### src/rtl/hilo_div_ctrl_pkg.sv
// Shared definitions for the EX-stage divide sequencer: bus widths, control
// constants and divider state encodings.
package hilo_div_ctrl_pkg;

    localparam int DataBusW      = 32;
    localparam int DoubleRegBusW = 2 * DataBusW;

    localparam logic [DataBusW-1:0] ZeroWord = '0;

    localparam logic Enable  = 1'b1;
    localparam logic Disable = 1'b0;

    localparam logic DivResultReady    = 1'b1;
    localparam logic DivResultNotReady = 1'b0;
    localparam logic DivStart          = 1'b1;
    localparam logic DivStop           = 1'b0;

    typedef enum logic [1:0] {
        DivIdle   = 2'b00,
        DivByZero = 2'b01,
        DivOn     = 2'b10,
        DivEnd    = 2'b11
    } div_state_e;

endpackage

### src/rtl/hilo_div_ctrl_if.sv
// EX-stage <-> divider handshake: operands and control in, stall and HI/LO
// write port out.
interface hilo_div_ctrl_if
    import hilo_div_ctrl_pkg::*;
#(
    parameter int DATA_W = DataBusW
);
    logic              start;
    logic              annul;
    logic              signed_div;
    logic [DATA_W-1:0] opdata1;
    logic [DATA_W-1:0] opdata2;
    logic              stallreq;
    logic              ready;
    logic              hilo_we;
    logic [DATA_W-1:0] whi;
    logic [DATA_W-1:0] wlo;

    modport master (
        output start, annul, signed_div, opdata1, opdata2,
        input  stallreq, ready, hilo_we, whi, wlo
    );

    modport slave (
        input  start, annul, signed_div, opdata1, opdata2,
        output stallreq, ready, hilo_we, whi, wlo
    );
endinterface

### src/rtl/hilo_div_ctrl_div_step.sv
// One restoring-division step on the {remainder, quotient} working register.
module hilo_div_ctrl_div_step #(
    parameter int DATA_W = 32
) (
    input  logic [2*DATA_W:0]  work,
    input  logic [DATA_W-1:0]  divisor,
    output logic [2*DATA_W:0]  work_next
);
    logic [2*DATA_W:0] shifted;
    logic [DATA_W+1:0] trial;

    // The partial remainder is always below the divisor, so after the shift
    // the upper half fits in DATA_W+1 bits; one more bit carries the borrow.
    always_comb begin
        shifted = work << 1;
        trial   = {1'b0, shifted[2*DATA_W:DATA_W]} - {2'b00, divisor};
        if (!trial[DATA_W+1]) begin
            work_next = {trial[DATA_W:0], shifted[DATA_W-1:1], 1'b1};
        end else begin
            work_next = shifted;
        end
    end
endmodule

### src/rtl/hilo_div_ctrl.sv
// Multi-cycle DIV/DIVU sequencer: stalls the pipeline while dividing and
// issues one HI/LO write (remainder -> HI, quotient -> LO).
//
//   state     | meaning
//   DivIdle   | waiting for start; results hold last value
//   DivByZero | divisor was zero; result forced to 0 next edge
//   DivOn     | one restoring step per cycle, DATA_W steps
//   DivEnd    | result valid, single HI/LO write pulse
module hilo_div_ctrl
    import hilo_div_ctrl_pkg::*;
#(
    parameter int DATA_W = DataBusW
) (
    input  logic           clk,
    input  logic           rst,
    hilo_div_ctrl_if.slave bus
);
    localparam int WORK_W = 2 * DATA_W + 1;
    localparam int CNT_W  = $clog2(DATA_W + 1);
    localparam logic [CNT_W-1:0] LAST_STEP = CNT_W'(DATA_W - 1);

    div_state_e        state_q, state_d;
    logic [CNT_W-1:0]  cnt_q;
    logic [WORK_W-1:0] work_q, work_next;
    logic [DATA_W-1:0] divisor_q, whi_q, wlo_q;
    logic              quo_neg_q, rem_neg_q;

    logic              dividend_neg, divisor_neg, accept, divisor_zero;
    logic [DATA_W-1:0] dividend_abs, divisor_abs, quo_raw, rem_raw;

    assign dividend_neg = bus.signed_div & bus.opdata1[DATA_W-1];
    assign divisor_neg  = bus.signed_div & bus.opdata2[DATA_W-1];
    assign dividend_abs = dividend_neg ? -bus.opdata1 : bus.opdata1;
    assign divisor_abs  = divisor_neg  ? -bus.opdata2 : bus.opdata2;
    assign divisor_zero = (bus.opdata2 == '0);
    assign accept       = (state_q == DivIdle) && (bus.start == DivStart)
                          && (bus.annul == Disable);

    assign quo_raw = work_next[DATA_W-1:0];
    assign rem_raw = work_next[2*DATA_W-1:DATA_W];

    hilo_div_ctrl_div_step #(.DATA_W(DATA_W)) u_div_step (
        .work      (work_q),
        .divisor   (divisor_q),
        .work_next (work_next)
    );

    always_ff @(posedge clk) begin
        if (rst) begin
            state_q <= DivIdle;
        end else begin
            state_q <= state_d;
        end
    end

    always_comb begin
        state_d = state_q;
        case (state_q)
            DivIdle: begin
                if (accept) begin
                    state_d = divisor_zero ? DivByZero : DivOn;
                end
            end
            DivByZero: state_d = (bus.annul == Enable) ? DivIdle : DivEnd;
            DivOn: begin
                if (bus.annul == Enable) begin
                    state_d = DivIdle;
                end else if (cnt_q == LAST_STEP) begin
                    state_d = DivEnd;
                end
            end
            DivEnd:  state_d = DivIdle;
            default: state_d = DivIdle;
        endcase
    end

    // Datapath: operands are captured as magnitudes, signs applied on the
    // final step so the result registers only change when a write is due.
    always_ff @(posedge clk) begin
        if (rst) begin
            cnt_q     <= '0;
            work_q    <= '0;
            divisor_q <= '0;
            quo_neg_q <= 1'b0;
            rem_neg_q <= 1'b0;
            whi_q     <= '0;
            wlo_q     <= '0;
        end else begin
            case (state_q)
                DivIdle: begin
                    if (accept && !divisor_zero) begin
                        cnt_q     <= '0;
                        work_q    <= {{(DATA_W + 1){1'b0}}, dividend_abs};
                        divisor_q <= divisor_abs;
                        quo_neg_q <= dividend_neg ^ divisor_neg;
                        rem_neg_q <= dividend_neg;
                    end
                end
                DivByZero: begin
                    if (bus.annul == Disable) begin
                        whi_q <= DATA_W'(ZeroWord);
                        wlo_q <= DATA_W'(ZeroWord);
                    end
                end
                DivOn: begin
                    if (bus.annul == Disable) begin
                        work_q <= work_next;
                        cnt_q  <= cnt_q + CNT_W'(1);
                        if (cnt_q == LAST_STEP) begin
                            wlo_q <= quo_neg_q ? -quo_raw : quo_raw;
                            whi_q <= rem_neg_q ? -rem_raw : rem_raw;
                        end
                    end
                end
                default: ;
            endcase
        end
    end

    always_comb begin
        bus.stallreq = accept || (state_q == DivByZero) || (state_q == DivOn);
        bus.ready    = (state_q == DivEnd) ? DivResultReady : DivResultNotReady;
        bus.hilo_we  = (state_q == DivEnd) ? Enable : Disable;
        bus.whi      = whi_q;
        bus.wlo      = wlo_q;
    end
endmodule

### src/flat_wrapper.sv
// flat-port wrapper written by rule: the top's interface ports become plain ports
module hilo_div_ctrl_flat import hilo_div_ctrl_pkg::*;
#(
    parameter int DATA_W = DataBusW
)
  (clk, rst, bus_start, bus_annul, bus_signed_div, bus_opdata1, bus_opdata2, bus_stallreq, bus_ready, bus_hilo_we, bus_whi, bus_wlo);
  hilo_div_ctrl_if #(.DATA_W(DATA_W)) bus_i ();
  input  logic clk;
  input  logic rst;
  input wire logic [$bits(bus_i.start)-1:0] bus_start;
  input wire logic [$bits(bus_i.annul)-1:0] bus_annul;
  input wire logic [$bits(bus_i.signed_div)-1:0] bus_signed_div;
  input wire logic [$bits(bus_i.opdata1)-1:0] bus_opdata1;
  input wire logic [$bits(bus_i.opdata2)-1:0] bus_opdata2;
  output wire logic [$bits(bus_i.stallreq)-1:0] bus_stallreq;
  output wire logic [$bits(bus_i.ready)-1:0] bus_ready;
  output wire logic [$bits(bus_i.hilo_we)-1:0] bus_hilo_we;
  output wire logic [$bits(bus_i.whi)-1:0] bus_whi;
  output wire logic [$bits(bus_i.wlo)-1:0] bus_wlo;
  assign bus_i.start = bus_start;
  assign bus_i.annul = bus_annul;
  assign bus_i.signed_div = bus_signed_div;
  assign bus_i.opdata1 = bus_opdata1;
  assign bus_i.opdata2 = bus_opdata2;
  assign bus_stallreq = bus_i.stallreq;
  assign bus_ready = bus_i.ready;
  assign bus_hilo_we = bus_i.hilo_we;
  assign bus_whi = bus_i.whi;
  assign bus_wlo = bus_i.wlo;
  hilo_div_ctrl #(.DATA_W(DATA_W)) u_core (.clk(clk), .rst(rst), .bus(bus_i));
endmodule
### config.mk
export PLATFORM = sky130hd
export DESIGN_NAME = hilo_div_ctrl_flat
export DESIGN_NICKNAME = d
export VERILOG_FILES = /design/src/rtl/hilo_div_ctrl_pkg.sv /design/src/rtl/hilo_div_ctrl_if.sv /design/src/rtl/hilo_div_ctrl_div_step.sv /design/src/rtl/hilo_div_ctrl.sv /design/src/flat_wrapper.sv
export SDC_FILE = /design/constraint.sdc
export NUM_CORES = 1
export LEC_CHECK = 0
export ABC_CLOCK_PERIOD_IN_PS = 8400
export CAP_MARGIN = 20
export CORE_ASPECT_RATIO = 0.7
export CORE_MARGIN = 2
export CORE_UTILIZATION = 50
export DETAILED_ROUTE_END_ITERATION = 10
export PLACE_DENSITY = 0.73
export REMOVE_ABC_BUFFERS = 1
export SETUP_SLACK_MARGIN = 0.2
export SKIP_LAST_GASP = 1
export SYNTH_ARGS = -nofsm -noshare
export SYNTH_HDL_FRONTEND = slang
export SYNTH_SLANG_ARGS = --single-unit
### constraint.sdc
create_clock -name clk -period 8.4 [get_ports clk]
set_input_delay 2.52 -clock clk [delete_from_list [all_inputs] [get_ports clk]]
set_output_delay 2.52 -clock clk [all_outputs]
set_load 0.005 [all_outputs]
# After elaboration in Yosys (flattened, before gate mapping)
# Cells that the tools add are included.
[word_totals]
reg_bits = 170
in_bits = 69
output_inout_bits = 67
wordCells = 67
[op_classes]
n_addsub = 6
n_eq_ne = 10
n_mux = 25
bitwise = 4
n_reduce_logical = 14
[op_table]
columns = ["operator", "count"]
rows = [
  ["$mux 32", 9],
  ["$mux 64", 3],
  ["$neg 32->32", 4],
  ["$pmux 32 s2", 2],
  ["$pmux 64 s2", 1],
  ["$sub 33x32->34", 1],
  ["$logic_not 32->1", 1],
  ["$mux 6", 2],
  ["$pmux 6 s2", 1],
  ["$mux 2", 5],
  ["$pmux 2 s4", 1],
  ["$add 6x1->6 const B", 1],
  ["$eq 6x5->1 const B", 1],
  ["$ne 2x2->1 const B", 3],
  ["$eq 2x2->1 const B", 2],
  ["$ne 2x1->1 const B", 2],
  ["$reduce_and 2->1", 2],
  ["$reduce_and 4->1", 1],
  ["$reduce_bool 2->1", 2],
  ["$logic_and 1x1->1", 3],
  ["$ne 3x2->1 const B", 1],
  ["$reduce_and 3->1", 1],
  ["$and 1x1->1", 2],
  ["$eq 2x1->1 const B", 1],
  ["other kinds (6)", 7],
]

# Depth between registers and ports, before layout
# Gate-level depths: netlist (run 1).
[depth]
depth_word = 7
mapped_depth = 24
ltp_nobuf = 20

# Hierarchy
# From an unflattened synthesis (run 1), not the netlist that was laid out.
[hier_totals]
cells_unflattened = 1518
hier_area_um2 = 11552.3
[modules_own_cells]
columns = ["mod", "instances", "cells_per_inst", "area_each_um2", "seq_area_each_um2"]
rows = [
  ["hilo_div_ctrl", 1, 1122, 8938.6, 3423.3],
  ["hilo_div_ctrl_div_step", 1, 396, 2613.8, 0.0],
]

# Worst setup path before layout (run 1)
# No wires, ideal clock.
[synth_path]
path_type = "input port to output port"
startpoint = "input bus_annul"
endpoint = "output bus_stallreq"
arrival_time_ps = 3013
required_ps = 5880
slack_ps = 2867
path_stages = 3
n_path_buf = 0
path_cell_list = "nand2b_1 > or2_2 > nand2_1"
[synth_via]
elab_chain_len = 4
[synth_rtl]
columns = ["item", "line_no", "rtl"]
rows = [
  ["start, declared", "flat_wrapper.sv:11", "input wire logic [$bits(bus_i.annul)-1:0] bus_annul;"],
  ["$not 1->1", "hilo_div_ctrl.sv:37", "&& (bus.annul == Disable);"],
  ["$logic_and 1x1->1", "hilo_div_ctrl.sv:37", ""],
  ["$logic_or 1x1->1 (2 in a row)", "hilo_div_ctrl.sv:121", "bus.stallreq = accept || (state_q == DivByZero) || (state_q == DivOn);"],
  ["end, declared", "flat_wrapper.sv:15", "output wire logic [$bits(bus_i.stallreq)-1:0] bus_stallreq;"],
]
# Every way passes these cells.

# Worst setup path after layout (run 1)
# Ends and elaborated chain as after synthesis.

==> run_results.csv, run 1 <==
group,metric,value,unit
status,status,"finished clean",
setup_path,crit_type,"in2out",
clock_tree,clock_sinks,170,
timing,finalCriticalPeriod,6.62,ns
timing,finalCritPeriodShare,0.788,
floorplanning,ioPinCount,136,
routing,vias,11700,
clock_tree,tritoncts,"built",
timing,slew_headroom,0.300,
yosys,synth_cell_type_count,79,
timing,finalMaxSlewViolations,0,
yosys,synth_edf_count,0,
floorplanning,fp-row-count,46,
setup_path,arrival,4.10,ns
final_layout,fin_nets,1731,
placed_design,dp_hpwl,24400,µm
routing,drtAntennaViolNets,0,
yosys,yosysWarnings,0,
placed_design,io_buffers,135,
routing,wl_per_cell,17.5,µm
pwr,ir_worst_vdd,0.319,mV
setup_path,crit_path_end_kind,"output port",
placed_design,dp_worst_setup_slack,1.60,ns
timing,clock-skew-final,0.00781,ns
yosys,postSynthAreaPerCell,7.50,µm²
final_layout,instances_no_fill,1945,
global_route,grt_pass1_vias,10600,
yosys,synthTopCellsByCount,"nand2_1, dfxtp_1, nor2_1",
final_layout,area_growth,17.7,%
floorplanning,die_w,186,µm
timing,worst_slew_pin_slew,1.05,ns
yosys,synth_ff_type,"dfxtp_1",
routing,drcViolationCount,0,
pwr,power_density,243,nW/µm²
worst_hold_path,hold_class,"reg2reg",
routing,drtIter0Drc,1107,
global_route,antenna_found_initial,0,
clock_tree,cts_hold_buf,0,
pwr,p_leak,5.06,nW
worst_hold_path,min_path_cells,2,
placed_design,dp_cells,1912,
setup_path,rr_endpoint,"u_core.bus.whi[30]",
global_route,grt_pass1_wl,54900,µm
clock_tree,numCtsBuffers,17,
global_route,grt_max_degree,94,
clock_tree,clk_latency,0.44,ns
clock_tree,cts_root_buf,"clkbuf_16",
worst_hold_path,min_to,"u_core.divisor_q[31]",
yosys,synth_cells,1546,
floorplanning,die_h,131,µm
yosys,yosysSeqAreaShare,0.293,
clock_tree,h-tree-depth,4,
clock_tree,cts_buffer_depth,2,
global_route,grt_use_total,0.276,
job,cap_violations,0,
timing,max_freq,151,MHz
floorplanning,fp.dieArea,24400,µm²
clock_tree,clk_pin_slew_worst_paths,0.07,ns
setup_path,r2r_start,"u_core.work_q[39]",
global_route,grt_overflow,0,
yosys,synthTopCellsByArea,"dfxtp_1, nand2_1, xnor2_1",
floorplanning,initial_core_util,0.510,
routing,vias_per_cell,6.01,
yosys,ys_ff_latch,170,
placed_design,globalplace.congestion,0.912,
yosys,syn_area,11600,µm²
setup_path,cp_max_fo,5,
setup_path,startpoint_type,"primary input",
setup_path,reg2reg_depth,17,
routing,first_pass_iters,5,
timing,layout_setup_ws,1.78,ns
yosys,synth_top_area_frac,0.293,
clock_tree,cts_resized,0,
worst_hold_path,hold_start,"u_core.divisor_q[31]",
timing,final.setup.tns,0,ns
yosys,synth_most_common_cell,"nand2_1",
final_layout,layout-drive-gt1-share,0.0502,
setup_path,required,5.88,ns
floorplanning,core-area,22700,µm²
timing,setup_violations,0,
routing,wirelength,34000,µm
yosys,synth_top_area_cell,"dfxtp_1",
placed_design,placed_area,13000,µm²
clock_tree,post_cts_buffers,0,
timing,final-hold-violation-count,0,
final_layout,final_cell_area,13600,µm²
timing,rsz0062_at_grt,"no",
yosys,async_reset_ff_frac,0,
final_layout,fillers,2069,
setup_path,r2r_slack,2.72,ns
final_layout,diodes,0,
==> area by class of cell <==
class,count,area (µm²),share of cell area
Clock buffer,17,425,0.0312
Inverter,62,233,0.0171
Clock inverter,15,159,0.0116
Sequential cell,170,3400,0.249
Timing Repair Buffer,149,1470,0.108
Multi-Input combinational cell,1220,7560,0.554
Tap cell,312,390,0.0286
==> cells in the final DEF (no fill, tap or decap), types with 23 or more instances in the layout <==
cell | Yosys | final
inv_1 | 62 | 62
nor3_1 | 35 | 35
ha_1 | 41 | 40
nor2_1 | 164 | 164
nand2_1 | 219 | 219
a21oi_1 | 142 | 142
dfxtp_1 | 170 | 170
nand3_1 | 35 | 35
mux2i_1 | 23 | 23
a211oi_1 | 36 | 36
o21ai_0 | 81 | 81
a22oi_1 | 47 | 47
xor2_1 | 58 | 58
xnor2_1 | 84 | 84
clkdlybuf4s50_1 | 0 | 134
==> routing by layer <==
layer	vias to the layer above	global-route usage	part of all wire
met3	41	0.0471	0.072
met4	0	0.0564	0.011
met5	-	0	0
met1	5534	0.417	0.48
li1	5648	-	-
met2	459	0.409	0.43
==> worst max path at each step <==
stage	startpoint	end	slack, ns	cells after the start
2_1_floorplan	bus_opdata2[9]	u_core.work_q[51]	1.87	11
5_1_grt	bus_opdata2[2]	u_core.work_q[1]	1.63	13
4_1_cts	bus_annul	bus_stallreq	1.78	5
3_3_place_gp	bus_opdata2[2]	u_core.work_q[51]	1.72	13
3_5_place_dp	bus_opdata2[2]	u_core.work_q[53]	1.60	13
6_report	bus_annul	bus_stallreq	1.78	5
==> critical path: stages <==
cell,delay [ns]
clkdlybuf4s50_1,0.48
nand2b_1,0.19
or2_2,0.32
nand2_1,0.08
clkdlybuf4s50_1,0.51
==> metrics by stage <==
step | power [W] | hold WS (ns) | utilization
3_3_place_gp | 0.00246 | 0.441 | 0.573
4_1_cts | 0.00328 | 0.468 | 0.599
5_1_grt | 0.00351 | 0.497 | 0.600
2_1_floorplan | 0.00201 | 0.426 | -
6_report | 0.00331 | 0.470 | 0.600
3_5_place_dp | 0.00249 | 0.455 | 0.573
==> power by group <==
group          leakage, nW  total [W]  switching, W  internal, W
Clock                0.282   0.000792      0.000372     0.000420
Combinational         3.40    0.00156       0.00103     0.000524
Sequential            1.38   0.000962     0.0000759     0.000886
==> registers in the layout, indices dropped and copies added, names as in the netlist <==
name / cells
u_core.divisor_q: 32
u_core.bus.whi: 32
u_core.work_q: 64
u_core.quo_neg_q: 1
u_core.bus.wlo: 32
u_core.rem_neg_q: 1
u_core.cnt_q: 6
u_core.state_q: 2
==> cells by family (layout without fill, tap and decap cells) <==
logic type | after synthesis | after routing | share of synthesized area
fa+ha+maj | 42 | 42 | 0.0460
flops | 170 | 170 | 0.293
simple gates | 569 | 569 | 0.227
compound gates | 436 | 436 | 0.242
xor+xnor | 142 | 142 | 0.107
mux | 31 | 31 | 0.0279
buf+inv | 156 | 243 | 0.0564
No activity file was read; power rests on OpenSTA's default activity.
==> run 2, diff against run 1 <==
- ABC_CLOCK_PERIOD_IN_PS: 8400 -> 6100
- clock period: 8.4 -> 6.1 ns (I/O delays scaled with it)
==> run 2 against run 1 <==
Effect of this change:
- critical path depth up 13
- global-route usage decreased by 0.10 points
- sequential share of layout area decreased by 0.12 points
- largest power group unchanged
- power up 39%
- core utilization rose by 0.30 points
- sequential power up 38%
- wire length is 0.20% lower
- flip-flop and latch count is the same
- clock-buffer cell count up 4
- non-clock buffer count grew 6
==> run_results.csv, run 2 (synthesis results as in run 1) <==
group,metric,value,unit
floorplanning,die_w,186,µm
pwr,internal_power,0.00259,W
pwr,power_density,336,nW/µm²
clock_tree,cts_buffer_depth,2,
floorplanning,ioPinCount,136,
routing,vias,11500,
placed_design,dp_hpwl,24700,µm
placed_design,globalplace.congestion,0.925,
setup_path,arrival,5.74,ns
setup_path,cp_max_fo,9,
placed_design,io_buffers,135,
timing,worst_slew_pin_slew,1.04,ns
global_route,grt_use_total,0.275,
routing,drcViolationCount,0,
final_layout,instances_no_fill,1951,
floorplanning,fp.dieArea,24400,µm²
final_layout,diodes,0,
final_layout,fin_nets,1737,
timing,rsz0062_at_grt,"no",
pwr,finalPower,0.00461,W
clock_tree,clock_sinks,170,
global_route,antenna_found_initial,0,
pwr,pwr-share-comb,0.469,
timing,final-hold-violation-count,0,
routing,drtIter0Drc,1096,
global_route,grt_overflow,0,
timing,finalCriticalPeriod,5.36,ns
placed_design,placed_area,13100,µm²
timing,final.setup.tns,0,ns
setup_path,crit_type,"reg2reg",
clock_tree,cts_hold_buf,0,
routing,drtAntennaViolNets,0,
floorplanning,fp-row-count,46,
timing,finalMaxSlewViolations,0,
pwr,pwr-share-clk,0.243,
global_route,grt_pass1_vias,10300,
placed_design,dp_cells,1918,
pwr,p_sw,0.00201,W
timing,clock-skew-final,0.0132,ns
clock_tree,tritoncts,"built",
worst_hold_path,hold_class,"reg2reg",
setup_path,startpoint_type,"register",
final_layout,area_growth,18.2,%
final_layout,final_common_cell,"nand2_1",
final_layout,final_cell_area,13700,µm²
floorplanning,die_h,131,µm
pwr,ir_worst_vdd,0.364,mV
final_layout,largest_reg_flops,64,
global_route,grt_max_degree,84,
timing,finalCritPeriodShare,0.878,
clock_tree,post_cts_buffers,0,
clock_tree,h-tree-depth,4,
clock_tree,clk_latency,0.44,ns
routing,wirelength,34000,µm
timing,slew_headroom,0.303,
floorplanning,core-area,22700,µm²
routing,wl_per_cell,17.4,µm
final_layout,regMostFlops,"u_core.work_q",
pwr,sw_frac_of_total,0.437,
floorplanning,initial_core_util,0.510,
status,status,"finished clean",
pwr,p_leak,5.10,nW
clock_tree,clk_pin_slew_worst_paths,0.07,ns
clock_tree,cts_resized,0,
routing,vias_per_cell,5.90,
timing,max_freq,187,MHz
routing,first_pass_iters,9,
timing,setup_violations,0,
clock_tree,numCtsBuffers,17,
final_layout,layout-drive-gt1-share,0.0525,
job,cap_violations,0,
setup_path,required,6.48,ns
setup_path,crit_path_end_kind,"register",
final_layout,final_cell_mix,"nand2_1, dfxtp_1, nor2_1",
clock_tree,cts_root_buf,"clkbuf_16",
pwr,p_seq_frac,0.288,
global_route,grt_pass1_wl,54400,µm
## run 2: stage by stage
stage	util	hold slack (ns)	setup WS, ns
2_1_floorplan	-	0.426	0.264
3_3_place_gp	0.576	0.442	0.450
3_5_place_dp	0.576	0.447	0.388
4_1_cts	0.602	0.455	0.794
5_1_grt	0.603	0.476	0.394
6_report	0.603	0.454	0.742
## run 2: power groups by stage
stage	combinational, W	sequential (W)	clock (W)
3_3_place_gp	0.00207	0.00135	0
4_1_cts	0.00212	0.00132	0.00113
3_5_place_dp	0.00210	0.00135	0
5_1_grt	0.00236	0.00134	0.00118
2_1_floorplan	0.00144	0.00132	0
6_report	0.00216	0.00133	0.00112
## run 2: worst paths after layout
| kind | from | end | slack (ns) | cells past startpoint |
|---|---|---|---|---|
| hold reg to reg | u_core.rem_neg_q | u_core.rem_neg_q | 0.45 | 2 |
| setup / recovery | u_core.work_q[31] | u_core.bus.whi[26] | 0.74 | 18 |
| hold / removal | u_core.rem_neg_q | u_core.rem_neg_q | 0.45 | 2 |
| setup reg to reg | u_core.work_q[31] | u_core.bus.whi[26] | 0.74 | 18 |
## run 2: per-layer routing
| metal | up-vias | part of all wire | GRT usage |
|---|---|---|---|
| met4 | 0 | 0.0084 | 0.0521 |
| met2 | 425 | 0.43 | 0.410 |
| li1 | 5646 | - | - |
| met1 | 5411 | 0.48 | 0.416 |
| met3 | 21 | 0.074 | 0.0463 |
| met5 | - | 0 | 0 |
## run 2: critical path: stages (launching register included)
cell and delay (ns):
dfxtp_1 0.43, inv_1 0.16, ha_1 0.24, nand2b_1 0.18, a211oi_1 0.41, nor2_1 0.19
o21a_1 0.29, a21o_1 0.33, nand2_1 0.28, mux2i_1 0.32, ha_1 0.28, nand2_1 0.06
or4b_1 0.57, nor3_1 0.20, mux2i_1 0.23, nand3b_1 0.32, o31ai_1 0.31, xor2_1 0.29
a22o_1 0.18
## run 2: layout make-up
type	instances	area, µm²
Tap cell	312	390
Clock buffer	21	460
Timing Repair Buffer	155	1530
Sequential cell	170	3400
Inverter	62	233
Fill cell	2057	9020
Clock inverter	11	134
Multi-Input combinational cell	1220	7560
